[src/rtl/load_store_unit.sv]
// Memory-stage load/store unit: aligns stores, holds the data-memory request until resp_b, extends loads.
// Optional MISALIGN_TRAP_EN: misaligned H/W accesses skip memory and report through the misaligned port.
module load_store_unit (
    input  logic        clk,
    input  logic        rst,
    input  logic        req_valid,
    input  logic        req_load,
    input  logic        req_store,
    input  logic [2:0]  funct3,
    input  logic [31:0] addr,
    input  logic [31:0] store_data,
    output logic        stall,
    output logic        done,
    output logic [31:0] load_data,
    output logic        read_b,
    output logic        write,
    output logic [3:0]  wmask,
    output logic [31:0] address_b,
    output logic [31:0] wdata,
    input  logic        resp_b,
    input  logic [31:0] rdata_b
`ifdef MISALIGN_TRAP_EN
    ,
    output logic        misaligned
`endif
);

    localparam logic [1:0] S_IDLE = 2'd0;
    localparam logic [1:0] S_WAIT = 2'd1;
    localparam logic [1:0] S_DONE = 2'd2;

    logic [1:0]  r_state;
    logic [1:0]  w_next_state;
    logic [2:0]  r_funct3;
    logic [1:0]  r_off;
    logic        r_is_store;

    logic        w_accept;
    logic        w_size_b;
    logic        w_size_h;
    logic        w_misalign;
    logic [3:0]  w_store_mask;
    logic [31:0] w_store_data;
    logic [7:0]  w_byte;
    logic [15:0] w_half;
    logic [31:0] w_load_ext;

    assign w_accept = (r_state == S_IDLE) && req_valid && (req_load || req_store);
    assign stall    = w_accept || (r_state == S_WAIT);

    // funct3[1:0] selects the width; 011/110/111 fall through to word
    assign w_size_b = (funct3[1:0] == 2'b00);
    assign w_size_h = (funct3[1:0] == 2'b01);

`ifdef MISALIGN_TRAP_EN
    assign w_misalign = (w_size_h && addr[0]) || (!w_size_b && !w_size_h && (addr[1:0] != 2'b00));
`else
    assign w_misalign = 1'b0;
`endif

    always_comb begin
        w_store_mask = 4'b1111;
        w_store_data = store_data;
        if (w_size_b) begin
            w_store_mask = 4'b0001 << addr[1:0];
            w_store_data = {4{store_data[7:0]}};
        end else if (w_size_h) begin
            w_store_mask = 4'b0011 << {addr[1], 1'b0};
            w_store_data = {2{store_data[15:0]}};
        end
    end

    // Lane extraction from the registered offset; misaligned halfwords use the lane of addr[1]
    always_comb begin
        w_byte = rdata_b[7:0];
        case (r_off)
            2'd1:    w_byte = rdata_b[15:8];
            2'd2:    w_byte = rdata_b[23:16];
            2'd3:    w_byte = rdata_b[31:24];
            default: w_byte = rdata_b[7:0];
        endcase
        w_half = r_off[1] ? rdata_b[31:16] : rdata_b[15:0];
        w_load_ext = rdata_b;
        if (r_funct3[1:0] == 2'b00) begin
            w_load_ext = r_funct3[2] ? {24'd0, w_byte} : {{24{w_byte[7]}}, w_byte};
        end else if (r_funct3[1:0] == 2'b01) begin
            w_load_ext = r_funct3[2] ? {16'd0, w_half} : {{16{w_half[15]}}, w_half};
        end
    end

    always_ff @(posedge clk) begin
        if (rst) begin
            r_state <= S_IDLE;
        end else begin
            r_state <= w_next_state;
        end
    end

    always_comb begin
        w_next_state = r_state;
        case (r_state)
            S_IDLE:  if (w_accept) w_next_state = w_misalign ? S_DONE : S_WAIT;
            S_WAIT:  if (resp_b) w_next_state = S_DONE;
            S_DONE:  w_next_state = S_IDLE;
            default: w_next_state = S_IDLE;
        endcase
    end

    // Registered memory port and completion outputs
    always_ff @(posedge clk) begin
        if (rst) begin
            read_b     <= 1'b0;
            write      <= 1'b0;
            wmask      <= 4'd0;
            address_b  <= 32'd0;
            wdata      <= 32'd0;
            done       <= 1'b0;
            load_data  <= 32'd0;
            r_funct3   <= 3'd0;
            r_off      <= 2'd0;
            r_is_store <= 1'b0;
`ifdef MISALIGN_TRAP_EN
            misaligned <= 1'b0;
`endif
        end else begin
            done <= 1'b0;
`ifdef MISALIGN_TRAP_EN
            misaligned <= 1'b0;
`endif
            case (r_state)
                S_IDLE: begin
                    if (w_accept) begin
                        r_funct3   <= funct3;
                        r_off      <= addr[1:0];
                        r_is_store <= req_store;
                        if (w_misalign) begin
                            done      <= 1'b1;
                            load_data <= 32'd0;
`ifdef MISALIGN_TRAP_EN
                            misaligned <= 1'b1;
`endif
                        end else begin
                            read_b    <= !req_store;
                            write     <= req_store;
                            address_b <= {addr[31:2], 2'b00};
                            wmask     <= req_store ? w_store_mask : 4'd0;
                            wdata     <= req_store ? w_store_data : 32'd0;
                        end
                    end
                end
                S_WAIT: begin
                    if (resp_b) begin
                        read_b    <= 1'b0;
                        write     <= 1'b0;
                        wmask     <= 4'd0;
                        done      <= 1'b1;
                        load_data <= r_is_store ? 32'd0 : w_load_ext;
                    end
                end
                default: ;
            endcase
        end
    end

endmodule

[config.mk]
export PLATFORM = sky130hd
export DESIGN_NAME = load_store_unit
export DESIGN_NICKNAME = d
export VERILOG_FILES = /design/src/rtl/load_store_unit.sv
export SDC_FILE = /design/constraint.sdc
export NUM_CORES = 1
export LEC_CHECK = 0
export ABC_AREA = 1
export CAP_MARGIN = 10
export CORE_MARGIN = 2
export CORE_UTILIZATION = 45
export CTS_BUF_LIST = sky130_fd_sc_hd__clkbuf_8
export CTS_CLUSTER_DIAMETER = 150
export DETAILED_ROUTE_END_ITERATION = 10
export PLACE_DENSITY = 0.83
export REMOVE_ABC_BUFFERS = 1
export SYNTH_ARGS = -nofsm -noshare
export SYNTH_HDL_FRONTEND = slang
export SYNTH_SLANG_ARGS = --single-unit
[constraint.sdc]
create_clock -name clk -period 1.96 [get_ports clk]
set_clock_uncertainty 0.1 [all_clocks]
set_input_delay 0.392 -clock clk [delete_from_list [all_inputs] [get_ports clk]]
set_output_delay 0.392 -clock clk [all_outputs]
set_load 0.01 [all_outputs]
# --- Yosys cells after proc, flatten, opt, wreduce, memory -nomap -nowiden ---
# Cells that the tools add are included.
# W data, S select, Z words.
totals:
  regBits: 109
  latch_bits: 0
  ram_bits: 0
  romBits: 0
  in_bits: 105
  output_inout_bits: 104
  elab_cells: 61
  memories: 0
op_classes:
  addsub: 0
  n_mul: 0
  n_div: 0
  magnitude_cmp: 0
  eq_ne: 8
  shifts: 2
  muxes: 25
  bitwise: 1
  reduce_logical: 14
op_table:
  columns: ["operator", "count"]
  rows:
  - ["$mux W32", 8]
  - ["$pmux W8 S3", 1]
  - ["$mux W4", 5]
  - ["$mux W16", 1]
  - ["$eq A2 B1 Y1 const B", 4]
  - ["$pmux W4 S2", 1]
  - ["$logic_not A2 Y1", 3]
  - ["$reduce_and A2 Y1", 3]
  - ["$eq A2 B2 Y1 const B", 2]
  - ["$mux W1", 4]
  - ["$mux W2", 2]
  - ["$ne A2 B2 Y1 const B", 2]
  - ["$pmux W1 S2", 2]
  - ["$pmux W2 S2", 1]
  - ["$shl A1 B2 Y4 const A", 1]
  - ["$shl A2 B2 Y4 const A", 1]
  - ["$reduce_and A3 Y1", 1]
  - ["$logic_and A1 B1 Y1", 2]
  - ["$logic_or A1 B1 Y1", 2]
  - ["$reduce_bool A2 Y1", 1]
  - ["$reduce_or A2 Y1", 1]
  - ["$logic_not A1 Y1", 1]
  - ["$not A1 Y1", 1]

# --- Depth between registers and ports, before layout ---
# Gate-level depths: netlist (run 1).
logic_depth:
  depth_word: 6
  mapped_depth: 9

# --- Least setup slack after synthesis (run 1) ---
# No wires, ideal clock.
synth_timing:
  path_type: "input port to output port"
  start: "input req_store"
  end: "output stall"
  t_arrival_ns: 1.002
  required_ns: 1.468
  path_slack_ns: 0.466
  path_stages: 4
  cell_sequence: "or2_1 nand3_2 buf_2 nand2_1"
synth_via:
  elab_chain_len: 3
synth_lines:
  columns: ["element", "line_no", "rtl"]
  rows:
  - ["from (decl)", "8", "input logic req_store,"]
  - ["$logic_or A1 B1 Y1", "48", "assign w_accept = (r_state == S_IDLE) && req_valid && (req_load || req_store);"]
  - ["$logic_and A1 B1 Y1", "48", null]
  - ["$logic_or A1 B1 Y1", "49", "assign stall = w_accept || (r_state == S_WAIT);"]
  - ["to (decl)", "12", "output logic stall,"]
# Every way passes these cells.

# --- Worst setup path after layout (run 1) ---
layout_timing:
  start: "register wdata[23]"
  end: "output wdata[23]"
layout_lines:
  columns: ["element", "line_no", "rtl"]
  rows:
  - ["from (decl)", "19", "output logic [31:0] wdata,"]
  - ["from (signal assigned)", "147", "wdata <= req_store ? w_store_data : 32'd0;"]
# No word-level cell between the ends.

==> results of run 1 <==
==> power by group through the flow <==
| stage | clock (mW) | combinational, mW | sequential [mW] |
|---|---|---|---|
| global route | 1.48 | 1.33 | 2.41 |
| floorplan | 0 | 0.466 | 2.51 |
| detailed placement | 0 | 1.22 | 2.45 |
| global placement | 0 | 1.20 | 2.44 |
| finish | 1.36 | 1.22 | 2.40 |
| CTS | 1.39 | 1.22 | 2.40 |
==> per-stage QoR <==
step                      hold slack (ns)  total power, mW  setup slack [ns]
final                               0.317             4.98             0.138
after global routing                0.325             5.22            0.0246
after CTS                           0.300             5.01           0.00469
after detailed placement            0.354             3.66            -0.193
after global placement              0.350             3.65            -0.196
after floorplan                     0.354             2.97            -0.705
==> synth_stat cells <==
cell type / number
or2_1: 12
conb_1: 1
nand2_4: 2
or2_0: 2
nand4_2: 1
clkbuf_1: 16
buf_1: 2
buf_8: 1
a211oi_1: 5
nor2_2: 1
a21oi_4: 1
dfxtp_1: 109
o21ai_0: 12
nand3_4: 1
a21oi_2: 2
buf_2: 11
nor2_4: 3
clkbuf_8: 1
nand3b_1: 7
a21oi_1: 109
nor2_1: 27
inv_2: 8
inv_1: 18
nand3_2: 1
buf_4: 13
nand4_1: 7
buf_6: 10
inv_4: 2
nand2_1: 287
nand2_2: 2
or2_2: 4
nor2_8: 2
nand3_1: 81
==> cell families (layout without fill, tap and decap cells) <==
group,after synthesis,in the layout
buf+inv,82,275
simple gates,440,440
compound gates,129,129
flops,109,109
other cells,1,2
==> worst paths after layout <==
check	from	end	depth (start not counted)
worst max register to register	r_off[1]$_SDFFE_PP0P_	load_data[26]$_SDFFE_PP0P_	7
worst min-delay path	rst	r_state[1]$_SDFFE_PP0P_	2
worst max-delay path	wdata[23]$_SDFFE_PP0P_	wdata[23]	1
worst min register to register	address_b[9]$_SDFFE_PP0P_	address_b[9]$_SDFFE_PP0P_	2
==> cell type report <==
class                   count  area, um2  area share (%)
flip-flops and latches    109       2180            28.7
multi-input cells         571       2630            34.7
well taps                 143        179            2.36
clock buffers               9        124            1.63
clock inverters             6       63.8           0.841
repair buffers            232       2300            30.3
inverters                  28        110            1.45
==> layout by cell type, fill, tap and decap left out <==
master	n
a21oi_2	2
clkdlybuf4s50_1	204
nor2_1	27
nand2_2	2
nand4_2	1
clkinv_4	1
nand2_1	287
nand3_1	81
clkbuf_8	9
or2_0	2
nor2_4	3
or2_1	12
nand3_4	1
clkinvlp_4	1
conb_1	2
or2_2	4
nand4_1	7
inv_2	8
a211oi_1	5
o21ai_0	12
dfxtp_1	109
nand3b_1	7
inv_1	19
inv_4	2
bufinv_16	1
clkinv_2	1
a21oi_1	109
a21oi_4	1
nand2_4	2
nor2_2	1
buf_12	4
nor2_8	2
clkbuf_2	1
nand3_2	1
inv_6	1
buf_4	23
==> layer usage <==
metal | GRT usage [%] | vias to the layer above | part of all wire (%)
met2 | 40.6 | 203 | 48
met5 | 0 | - | 0
met4 | 8.86 | 0 | 3.0
li1 | - | 2837 | -
met1 | 32.0 | 2471 | 42
met3 | 5.89 | 33 | 6.2
==> flip-flops by register name, summed over array words and instances (netlist names), 2 cells and up <==
name and count:
address_b 30, load_data 32, r_funct3 3, r_off 2, r_state 2, wdata 32
wmask 4
==> what timing repair did <==
action / in CTS / in global routing
gates resized for setup: 1 / 2
pin swaps: 0 / 0
setup endpoints to repair: 1 / 1
==> flow_metrics.env, run 1 <==
export IMPL_status="complete, no violations"
export IMPL_cp_slowest_cell="clkdlybuf4s50_1"
export IMPL_die_w_um=112
export IMPL_final_area_um2=7590
export IMPL_cts_sinks=109
export IMPL_path_max_fanout=2
export IMPL_synth_top_area_cell="dfxtp_1"
export IMPL_seq_area_frac_synth_pct=41.3
export IMPL_crit_type="reg2out"
export IMPL_fin_util_pct=66.5
export IMPL_pin_count=209
export IMPL_synth_warnings=0
export IMPL_ir_drop_v=0.000593
export IMPL_hold_class="in2reg"
export IMPL_wl_mm=16.0
export IMPL_combPwrFrac_pct=24.5
export IMPL_cts_made_buffers=9
export IMPL_grt_start_max_net_pins=34
export IMPL_final_antenna_net_count=0
export IMPL_place_congestion=0.911
export IMPL_grt_pass1_wl_mm=25.3
export IMPL_intPower_mw=3.50
export IMPL_dp_hpwl_mm=11.6
export IMPL_coreArea_um2=11400
export IMPL_worstSetupStartpointType="flip-flop"
export IMPL_grtUsageTotal_pct=24.8
export IMPL_swShare_pct=29.7
export IMPL_fill_cells=1037
export IMPL_post_cts_buffers=0
export IMPL_synth_xor_area_share_pct=0
export IMPL_critPathBufInv=1
export IMPL_synth_cell_type_count=33
export IMPL_root_buffer="clkbuf_8"
export IMPL_synth_top_area_share_pct=41.3
export IMPL_dpl_cell_area_um2=7410
export IMPL_gr_total_overflow=0
export IMPL_fin_crit_ns=1.82
export IMPL_first_global_vias=4963
export IMPL_clock_path_buffers=2
export IMPL_synth_top_family_by_area="simple AND/OR/NAND/NOR gates"
export IMPL_tritoncts="yes"
export IMPL_reg2reg_slack_ns=0.19
export IMPL_initial_utilization_pct=46.3
export IMPL_synth_compound_area_share_pct=12.8
export IMPL_die_h_um=112
export IMPL_rsz0062_at_grt="false"
export IMPL_period_share_pct=92.9
export IMPL_setup_viol=0
export IMPL_fin_cells=1098
export IMPL_maxCapViolCount=0
export IMPL_nNetsFinal=1056
export IMPL_fin_setup_tns_ns=0
export IMPL_synth_simple_area_share_pct=36.9
export IMPL_path_cells="clkdlybuf4s50_1"
export IMPL_first_pass_iters=5
export IMPL_powerDensity_nw_per_um2=656
export IMPL_antenna_found_initial=0
export IMPL_vias=5544
export IMPL_synth_area_leaders="dfxtp_1 41%, nand2_1 20%, a21oi_1 10%"
export IMPL_max_freq_ghz=0.549
export IMPL_synth_adder_area_share_pct=0
export IMPL_p_leak_nw=2.90
export IMPL_hold_viol=0
export IMPL_synthToLayoutAreaGrowth_pct=43.7
export IMPL_path_clk_slew_ns=0.10
export IMPL_avgSynthCellArea_um2=6.94
export IMPL_cp_data_required_time_ns=1.47
export IMPL_antenna_cells=0
export IMPL_crit_family="buffers and inverters"
export IMPL_clock_latency_ns=0.38
export IMPL_placementRows=39
export IMPL_critPathMaxStageDelay_ns=0.60
export IMPL_hold_buffers=0
export IMPL_drive_above_1_share_pct=7.54
export IMPL_p_seq_share_pct=48.1
export IMPL_drt_initial_drc_count=470
export IMPL_arrival_ns=1.33
export IMPL_slew_violations=0
export IMPL_switchingPower_mw=1.48
export IMPL_p_clk_share_pct=27.4
export IMPL_wl_per_cell_um=14.6
export IMPL_ys_ff_latch=109
export IMPL_synth_mux_area_share_pct=0
export IMPL_port_buffers=206
export IMPL_endpoint_kind="output port"
export IMPL_netlist_area_um2=5280
export IMPL_drc=0
export IMPL_htreeDepth=3
export IMPL_synth_cells=761
export IMPL_dieArea_um2=12600
export IMPL_dp_cells=1083
export IMPL_vias_per_cell=5.05
Power figures use the tool's default switching activity.
==> run 2: changes to the inputs <==
- SETUP_SLACK_MARGIN: unset -> 0.05
- SLEW_MARGIN: unset -> 20
==> run 2 against run 1 <==
  * Wire length is 0.21% lower
  * Clock power about the same
  * Sequential share of layout area fell by 0.076 points
  * Combinational power about the same
  * Maximum frequency increased by 0.26%
  * First-iteration DRC count down 1.9%
  * Utilization is 0.18 points higher
  * Die area did not move
  * Global-route usage stayed put
  * Largest cell class unchanged
  * Largest power group unchanged
  * Highest routed layer unchanged
==> flow_metrics.env, run 2 (same netlist as run 1, synthesis figures left out) <==
export IMPL_dp_cells=1083
export IMPL_r2r_cells=8
export IMPL_hold_buffers=0
export IMPL_wl_per_cell_um=14.6
export IMPL_status="complete, no violations"
export IMPL_worstSetupStartpointType="flip-flop"
export IMPL_final_common_cell="nand2_1"
export IMPL_cp_slowest_cell="clkdlybuf4s50_1"
export IMPL_maxCapViolCount=0
export IMPL_root_buffer="clkbuf_8"
export IMPL_die_w_um=112
export IMPL_place_congestion=0.911
export IMPL_fin_crit_ns=1.82
export IMPL_crit_type="reg2out"
export IMPL_grt_pass1_wl_mm=25.3
export IMPL_path_max_fanout=2
export IMPL_critPathMaxStageDelay_ns=0.59
export IMPL_min_path_cells=2
export IMPL_dieArea_um2=12600
export IMPL_p_leak_nw=2.91
export IMPL_rsz0062_at_grt="false"
export IMPL_path_cells="clkdlybuf4s50_1"
export IMPL_ir_drop_v=0.000590
export IMPL_dp_slack_ns=-0.193
export IMPL_slew_violations=0
export IMPL_clock_path_buffers=2
export IMPL_nNetsFinal=1057
export IMPL_critPathBufInv=1
export IMPL_reg_top3="load_data x32, wdata x32, address_b x30"
export IMPL_grtUsageTotal_pct=24.8
export IMPL_tritoncts="yes"
export IMPL_r2r_start="r_off[1]$_SDFFE_PP0P_"
export IMPL_crit_family="buffers and inverters"
export IMPL_vias=5590
export IMPL_max_freq_ghz=0.550
export IMPL_synthToLayoutAreaGrowth_pct=44.1
export IMPL_fin_cells=1099
export IMPL_first_pass_iters=6
export IMPL_cts_made_buffers=9
export IMPL_antenna_cells=0
export IMPL_path_clk_slew_ns=0.10
export IMPL_drt_initial_drc_count=461
export IMPL_antenna_found_initial=0
export IMPL_initial_utilization_pct=46.3
export IMPL_hold_viol=0
export IMPL_final_antenna_net_count=0
export IMPL_coreArea_um2=11400
export IMPL_drive_above_1_share_pct=7.64
export IMPL_port_buffers=206
export IMPL_min_to="r_state[1]$_SDFFE_PP0P_"
export IMPL_wl_mm=16.0
export IMPL_setup_slack_ns=0.143
export IMPL_fin_util_pct=66.7
export IMPL_hold_class="in2reg"
export IMPL_endpoint_kind="output port"
export IMPL_setup_viol=0
export IMPL_htreeDepth=3
export IMPL_placementRows=39
export IMPL_grt_start_max_net_pins=34
export IMPL_powerDensity_nw_per_um2=655
export IMPL_vias_per_cell=5.09
export IMPL_cts_sinks=109
export IMPL_reg2reg_slack_ns=0.24
export IMPL_mostFrequentLayoutCells="287 x nand2_1, 204 x clkdlybuf4s50_1, 109 x a21oi_1, 109 x dfxtp_1, 81 x nand3_1"
export IMPL_gr_total_overflow=0
export IMPL_critPathLaunch="wdata[23]$_SDFFE_PP0P_"
export IMPL_dp_hpwl_mm=11.6
export IMPL_first_global_vias=4963
export IMPL_clock_latency_ns=0.38
export IMPL_reg2reg_to="load_data[12]$_SDFFE_PP0P_"
export IMPL_period_share_pct=92.7
export IMPL_cp_data_required_time_ns=1.47
export IMPL_whs_ns=0.318
export IMPL_worstHoldStart="rst"
export IMPL_die_h_um=112
export IMPL_fin_setup_tns_ns=0
export IMPL_arrival_ns=1.33
export IMPL_pin_count=209
export IMPL_drc=0
run 2: area by class of cell:
cell class / instances / area [um2]
inverters: 28 / 110
clock buffers: 9 / 124
flip-flops and latches: 109 / 2180
multi-input cells: 571 / 2630
repair buffers: 233 / 2320
fillers: 1037 / 3810
clock inverters: 6 / 63.8
well taps: 143 / 179
run 2: report_power, final:
group          leakage (nW)  internal (mW)  switching (mW)  total [mW]
sequential            0.888           2.33          0.0692        2.40
clock                0.0969          0.584           0.777        1.36
combinational          1.93          0.595           0.629        1.22
run 2: layer usage:
metal	track usage, %	up-vias	routed length [um]
li1	-	2839	-
met3	5.89	38	1050
met2	40.6	209	7740
met1	32.0	2504	6720
met4	8.86	0	507
met5	0	-	0
run 2: worst max-delay path by stage:
stage | endpoint | slack [ns] | cells past startpoint
finish | wdata[23] | 0.14 | 1
global route | address_b[30] | 0.08 | 1
CTS | stall | 0.06 | 5
detailed placement | stall | -0.19 | 5
global placement | stall | -0.20 | 5
floorplan | wdata[0]$_SDFFE_PP0P_ | -0.71 | 7
run 2: timing repair:
item,in CTS,in global routing
pin swaps,0,1
buffers inserted,0,1
cloned,0,0
endpoints found under the setup margin,1,5
gates resized for setup,3,1
run 2: through the flow:
| step | power [mW] | cell area, um2 |
|---|---|---|
| after floorplan | 2.97 | 4920 |
| after global placement | 3.65 | 7410 |
| after detailed placement | 3.66 | 7410 |
| after CTS | 5.01 | 7600 |
| after global routing | 5.23 | 7610 |
| final | 4.98 | 7610 |
==> run 3: changes to the inputs <==
- CTS_CLUSTER_DIAMETER: 150 -> unset
==> results of run 3 <==
The final DEF is identical to that of run 2; final timing and power are the same.
